[src/rtl/booth_divider.sv]
// Sequential signed divider: 2N-bit dividend by N-bit divisor, one quotient bit per clock.
// Restoring division on magnitudes, signs applied on the final iteration; S/f handshake.
module booth_divider #(
    parameter int N = 8
) (
    input  logic             clk,
    input  logic             rst_n,
    input  logic [2*N-1:0]   IN1,
    input  logic [N-1:0]     IN2,
    input  logic             S,
    output logic             f,
    output logic [N-1:0]     Q,
    output logic [N-1:0]     R,
    output logic             ovf,
    output logic             dbz
);

    localparam int CW = $clog2(2*N);
    localparam logic [CW-1:0]  LAST_ITER = CW'(2*N-1);
    localparam logic [2*N-1:0] Q_POS_LIM = (2*N)'((1 << (N-1)) - 1);
    localparam logic [2*N-1:0] Q_NEG_LIM = (2*N)'(1 << (N-1));
    localparam logic [N-1:0]   SAT_POS   = {1'b0, {(N-1){1'b1}}};
    localparam logic [N-1:0]   SAT_NEG   = {1'b1, {(N-1){1'b0}}};

    typedef enum logic [1:0] {
        IDLE = 2'd0,
        RUN  = 2'd1,
        DONE = 2'd2
    } state_t;

    state_t          state_reg;
    logic            s_d_reg;
    logic [CW-1:0]   count_reg;
    logic [N:0]      rem_reg;
    logic [2*N-1:0]  quo_reg;
    logic [N:0]      dmag_reg;
    logic            sign_q_reg;
    logic            sign_r_reg;

    logic            start;
    logic [2*N-1:0]  dividend_mag;
    logic [N:0]      divisor_ext;
    logic [N:0]      divisor_mag;
    logic [N+1:0]    shifted;
    logic            take;
    logic [N:0]      rem_next;
    logic [2*N-1:0]  quo_next;
    logic [2*N-1:0]  q_limit;
    logic            ovf_next;
    logic [N-1:0]    q_final;
    logic [N-1:0]    r_final;

    assign start = S & ~s_d_reg;

    always_comb begin
        // Unsigned 2N bits is enough for |-2^(2N-1)|; divisor needs N+1 for |-2^(N-1)|.
        dividend_mag = IN1[2*N-1] ? -IN1 : IN1;
        divisor_ext  = {IN2[N-1], IN2};
        divisor_mag  = IN2[N-1] ? -divisor_ext : divisor_ext;

        shifted  = {rem_reg, quo_reg[2*N-1]};
        take     = (shifted >= {1'b0, dmag_reg});
        rem_next = take ? (shifted[N:0] - dmag_reg) : shifted[N:0];
        quo_next = {quo_reg[2*N-2:0], take};

        // Negative quotients may reach one step further than positive ones.
        q_limit  = sign_q_reg ? Q_NEG_LIM : Q_POS_LIM;
        ovf_next = (quo_next > q_limit);

        if (ovf_next) begin
            q_final = sign_q_reg ? SAT_NEG : SAT_POS;
        end else begin
            q_final = sign_q_reg ? -quo_next[N-1:0] : quo_next[N-1:0];
        end
        r_final = sign_r_reg ? -rem_next[N-1:0] : rem_next[N-1:0];
    end

    always_ff @(posedge clk) begin
        if (!rst_n) begin
            state_reg  <= IDLE;
            s_d_reg    <= 1'b0;
            count_reg  <= '0;
            rem_reg    <= '0;
            quo_reg    <= '0;
            dmag_reg   <= '0;
            sign_q_reg <= 1'b0;
            sign_r_reg <= 1'b0;
            f          <= 1'b0;
            Q          <= '0;
            R          <= '0;
            ovf        <= 1'b0;
            dbz        <= 1'b0;
        end else begin
            s_d_reg <= S;
            case (state_reg)
                IDLE, DONE: begin
                    if (start) begin
                        sign_q_reg <= IN1[2*N-1] ^ IN2[N-1];
                        sign_r_reg <= IN1[2*N-1];
                        count_reg  <= '0;
                        rem_reg    <= '0;
                        quo_reg    <= dividend_mag;
                        dmag_reg   <= divisor_mag;
                        if (IN2 == '0) begin
                            state_reg <= DONE;
                            Q         <= '0;
                            R         <= '0;
                            ovf       <= 1'b1;
                            dbz       <= 1'b1;
                            f         <= 1'b1;
                        end else begin
                            state_reg <= RUN;
                            f         <= 1'b0;
                        end
                    end
                end
                RUN: begin
                    // Starts arriving here are deliberately ignored.
                    rem_reg   <= rem_next;
                    quo_reg   <= quo_next;
                    count_reg <= count_reg + 1'b1;
                    if (count_reg == LAST_ITER) begin
                        state_reg <= DONE;
                        Q         <= q_final;
                        R         <= r_final;
                        ovf       <= ovf_next;
                        dbz       <= 1'b0;
                        f         <= 1'b1;
                    end
                end
                default: begin
                    state_reg <= IDLE;
                end
            endcase
        end
    end

endmodule

[config.mk]
export PLATFORM = sky130hd
export DESIGN_NAME = booth_divider
export DESIGN_NICKNAME = d
export VERILOG_FILES = /design/src/rtl/booth_divider.sv
export SDC_FILE = /design/constraint.sdc
export NUM_CORES = 1
export LEC_CHECK = 0
export CAP_MARGIN = 25
export CORE_MARGIN = 3
export CORE_UTILIZATION = 43
export CTS_BUF_LIST = sky130_fd_sc_hd__clkbuf_4
export CTS_CLUSTER_DIAMETER = 30
export DETAILED_ROUTE_END_ITERATION = 8
export PLACE_DENSITY = 0.72
export SLEW_MARGIN = 20
export SYNTH_ARGS = -nofsm -noshare
export SYNTH_HDL_FRONTEND = slang
export SYNTH_SLANG_ARGS = --single-unit
[constraint.sdc]
create_clock -name clk -period 4.7 [get_ports clk]
set_input_delay 1.175 -clock clk [delete_from_list [all_inputs] [get_ports clk]]
set_output_delay 1.175 -clock clk [all_outputs]
set_load 0.03 [all_outputs]
Yosys cells after proc, flatten, opt, wreduce, memory -nomap -nowiden
Cells that the tools add are included.
{ "word_totals": {"register_bits": 62, "mem_bits_rw": 0, "latchBits": 0, "n_memories": 0, "elab_cells": 73, "rom_bits": 0} }
{ "op_classes": {"n_mul": 0, "n_reduce_logical": 9, "add_sub_neg": 6, "div": 0, "n_eq_ne": 6, "magnitude_cmp": 2, "shifts": 0, "bitwise_logic": 3, "muxes": 34} }
{ "ops": {"columns": ["cell", "n"], "rows": [
  ["two-way mux 8 bit", 9],
  ["two-way mux 16 bit", 2],
  ["case mux 16 bit (2 select lines)", 1],
  ["case mux 8 bit (2 select lines)", 2],
  ["two-way mux 9 bit", 3],
  ["case mux 9 bit (2 select lines)", 1],
  ["> comparator 16 x 8 -> 1 bit", 1],
  ["negation 16 bit", 1],
  ["negation 8 bit", 2],
  [">= comparator 10 x 9 -> 1 bit", 1],
  ["negation 9 bit", 1],
  ["subtractor 9 bit", 1],
  ["logical NOT 8 bit", 1],
  ["case mux 4 bit (2 select lines)", 1],
  ["two-way mux 1 bit", 7],
  ["two-way mux 2 bit", 3],
  ["!= test 2 bit (second input constant)", 3],
  ["case mux 1 bit (2 select lines)", 3],
  ["AND reduction 2 bit", 3],
  ["adder 4 x 1 -> 4 bit (second input constant)", 1],
  ["== test 4 bit (second input constant)", 1],
  ["two-way mux 4 bit", 1],
  ["case mux 2 bit (2 select lines)", 1],
  ["AND reduction 4 bit", 1],
  ["other kinds (9)", 9]
]} }

Logic depth before layout (Yosys ltp)
{ "logic_depth": {"word_depth": 6, "mapped_depth": 17, "mapped_depth_nobuf": 16} }

Worst setup path before layout
Ideal clock, no wire load.
{ "synth_path": {"kind": "reg-to-reg", "startpoint": "reg quo_reg[15]", "endpoint": "reg Q[2]", "slack_ps": 1337, "path_stages_with_launch": 16, "t_arrival_ps": 3230, "required_ps": 4568, "period_less_slack_ps": 3363, "path_cell_list": "dfxtp_1 > inv_1 > ha_1 > inv_1 > fa_1 > a21o_1 > o211ai_2 > nand3_2 > inv_2 > buf_4 > ha_1 > and4_1 > a211oi_1 > nor2_2 > a221oi_1 > o32ai_1"} }
{ "synth_via": {"elab_chain_cells": 6, "word_cells_on_any_way": 7, "classes_between": "1 x add/sub; 2 x order compare; 4 x mux"} }
{ "synth_lines": {"columns": ["element", "line", "rtl"], "rows": [
  ["from (decl)", "35", "logic [2*N-1:0] quo_reg;"],
  ["from (signal assigned)", "102", "quo_reg <= dividend_mag;"],
  ["from (signal assigned)", "120", "quo_reg <= quo_next;"],
  [">= comparator 10 x 9 -> 1 bit (*)", "62", "take = (shifted >= {1'b0, dmag_reg});"],
  ["negation 8 bit", "73", "q_final = sign_q_reg ? -quo_next[N-1:0] : quo_next[N-1:0];"],
  ["two-way mux 8 bit", "73", null],
  ["two-way mux 8 bit (*)", "70", "if (ovf_next) begin"],
  ["two-way mux 8 bit (*)", "122", "if (count_reg == LAST_ITER) begin"],
  ["case mux 8 bit (2 select lines) (*)", "95", "case (state_reg)"],
  ["to (signal assigned)", "124", "Q <= q_final;"],
  ["to (decl)", "12", "output logic [N-1:0] Q,"]
]} }
Every way passes the cells marked *; elsewhere a longest branch is shown, timed or not. The select of a mux whose other input is x is not followed.
A chain may end at the register's enable or synchronous reset.

Worst setup path in the final report
Same ends and word-level chain as after synthesis.

==> flow_summary.yaml <==
finish:
  mostFrequentLayoutCells: "dfxtp_1, nand2_1, nor2_1, clkdlybuf4s50_1, a21oi_1"
  largest_reg_flops: 16
  nFillCells: 879
  drive_gt1_share_pct: 5.42
  nets: 581
  final_common_cell: "dfxtp_1"
  area_growth_pct: 14.5
  fin_util_pct: 51.5
  antenna_cells: 0
pwr:
  internal_power_uw: 953
  powerDensity_nw_per_um2: 353
  pwr-share-clk_pct: 18.2
  leakage_uw: 0.00172
  switching_power_uw: 654
  pwr-share-seq_pct: 37.0
  p_sw_share_pct: 40.7
  p_comb_share_pct: 44.8
  max-vdd-ir-drop_uv: 118
setup_path:
  crit_cells: 14
  critPathTopFamily: "compound AO/OA/AOI/OAI gates"
  r2r_cells: 14
  cpPeakStageDelay_ps: 590
  worstPathMaxFanout: 15
  crit_type: "flop to flop"
  critPathBufInv: 3
  cp.arrival_ps: 4260
  critPathLaunchType: "flop"
  critPathCaptureType: "flop"
  critical_path.cell_chain: "inv_1 > ha_1 > inv_1 > fa_1 > a21o_1 > o211ai_2 > nand3_2 > inv_2 > ha_1 > and4_1 > a211oi_1 > nor2_2 > a221oi_1 > o32ai_1"
  worst_path_max_delay_cell: "a211oi_1"
  regToRegStartpoint: "quo_reg[15]"
  worstPathRequired_ps: 4970
  crit_start: "quo_reg[15]"
routing:
  ant_nets: 0
  routed_wl_mm: 9.60
  first_iter_violations: 217
  avgRoutedWirePerCell_microns: 14.9
  vias: 3710
  drc: 0
  vias_per_cell: 5.77
  firstDrtPassIters: 4
status:
  status: "finished clean"
logic_synthesis:
  synth_area_per_cell_sq_um: 7.93
  syn-num-nets: 552
  postSynth.asyncResetShare_pct: 0
  synth_compound_area_share_pct: 25.0
  synth.distinct_cells: 60
  syn_area_sq_um: 3980
  synth_warnings: 0
  synth_mux_area_share_pct: 2.01
  yosysSeqAreaShare_pct: 31.2
  netlist_instances: 502
  synth-edff-count: 0
  synthAdderAreaFrac_pct: 7.42
  synth_seq_cells: 62
  synth_top_family_by_area: "compound AO/OA/AOI/OAI gates"
  yosys.area_share.xor_xnor_pct: 7.26
  synthFlopType: "dfxtp_1"
  synthSimpleGateAreaFrac_pct: 21.2
worst_hold_path:
  min_delay_path_depth: 2
  worstHoldStart: "R[3]"
  hp-class: "flop to flop"
sta:
  slew_violations: 0
  max_slew.worst_pin.slew_ps: 975
  setup_tns_ps: 0
  hold_viol: 0
  fmax_mhz: 251
  final.min_clock_period_ps: 3990
  finalSetupViolations: 0
  slew_headroom_pct: 34.7
  finClkSkew_ps: 15.2
  grt_setup_unrepaired: "false"
  fin_crit_sh_pct: 84.8
clock_network:
  htreeDepth: 3
  cts_buffers: 9
  tritoncts: "yes"
  cts_buffer_depth: 2
  clock-root-buffer: "clkbuf_4"
  hold_buffers: 0
  clkSinkCount: 62
  clk_latency_ps: 400
  clkSlewWorstSetupHoldPaths_ps: 90
  ctsResizeCount: 0
  post_cts_buffers: 0
floorplan:
  die_area_sq_um: 10500
  die_y_microns: 102
  io_pins: 46
  coreArea_sq_um: 8850
  die_w_microns: 102
  start_util_pct: 45.0
  rows: 34
place:
  io_buffers: 45
  hpwl_mm: 7.17
  gp_congestion: 0.912
global_routing:
  antenna_found_initial: 0
  grt_pass1_wl_mm: 15.9
  grtUsageTotal_pct: 19.0
  grt_overflow_total: 0
  first_global_vias: 3397
  grt_max_degree: 50
job:
  drv_cap: 0
[metal layers]
metal	GRT usage, %	share of wire, %	routed length, microns
met3	2.46	4.8	458
met4	6.96	1.9	180
met2	29.2	43	4100
met1	27.2	51	4860
met5	0	0	0
[layout make-up]
type,instances,area [sq um],area share (%)
multi-input combinational,383,2500,55.0
sequential,62,1240,27.2
clock inverter,4,15.0,0.329
tap,108,135,2.97
inverter,26,97.6,2.14
timing repair buffer,49,480,10.5
clock buffer,11,82.6,1.81
[power by group through the flow]
stage               Clock (uW)  Combinational [uW]  Sequential [uW]
floorplan                    0                 577              590
global placement             0                 697              605
detailed placement           0                 707              606
CTS                        302                 712              594
global route               323                 800              599
finish                     292                 721              594
[per-stage QoR]
stage / setup WS, ps / total power (uW) / cell area [sq um] / std cells / hold slack [ps]
final: 714 / 1610 / 4560 / 643 / 455
after CTS: 722 / 1610 / 4560 / 643 / 459
after global routing: 264 / 1720 / 4560 / 643 / 488
after detailed placement: 729 / 1310 / 4460 / 628 / 445
after floorplan: 1340 / 1170 / 3980 / 502 / 428
after global placement: 879 / 1300 / 4460 / 628 / 439
[worst reg2reg max path, stage by stage (launching register included)]
cell and delay (ps):
dfxtp_1 350, inv_1 60, ha_1 160, inv_1 60, fa_1 420, a21o_1 220, o211ai_2 190, nand3_2 330
inv_2 350, ha_1 290, and4_1 190, a211oi_1 590, nor2_2 250, a221oi_1 290, o32ai_1 120
[logic make-up after synthesis]
group | after synthesis
AO/OA/AOI/OAI | 144
XOR/XNOR | 33
adder cells (fa/ha/maj) | 23
buffers and inverters | 57
flip-flops | 62
multiplexers | 8
AND/OR/NAND/NOR | 175
[final timing paths]
check,endpoint,slack [ps]
hold reg to reg,R[3],460
setup / recovery,Q[2],710
hold / removal,R[3],460
setup reg to reg,Q[2],710
[cell usage after synthesis, types with 3 or more instances]
master    number  share of area, %
mux2i_1        8               2.0
or4_1          3              0.57
nor4_1         8               1.3
a21o_1         7               1.3
nand3_1       11               1.4
a211oi_1      11               2.1
o21ai_1        3              0.38
nor2_1        45               4.2
o21ai_0       14               1.8
o211ai_1       5              0.94
nand3b_1       5              0.94
a221oi_1       4              0.88
a21oi_1       37               4.7
buf_1          5              0.47
o21a_1         4              0.75
xor2_1         9               2.0
and2_1         3              0.47
and3_1         9               1.4
or2_2          5              0.79
o41ai_1        3              0.66
or3_1          5              0.79
xnor2_1       24               5.3
inv_1         25               2.4
nor2b_1        5              0.79
nor3_1         9               1.1
nand2_1       54               5.1
a31oi_1       12               1.9
ha_1          22               6.9
dfxtp_1       62                31
o31ai_1        9               1.7
clkbuf_1      21               2.0
a22oi_1       16               3.0
nand4_1        5              0.79
nand2b_1       3              0.47
(Power assumes the default switching activity.)
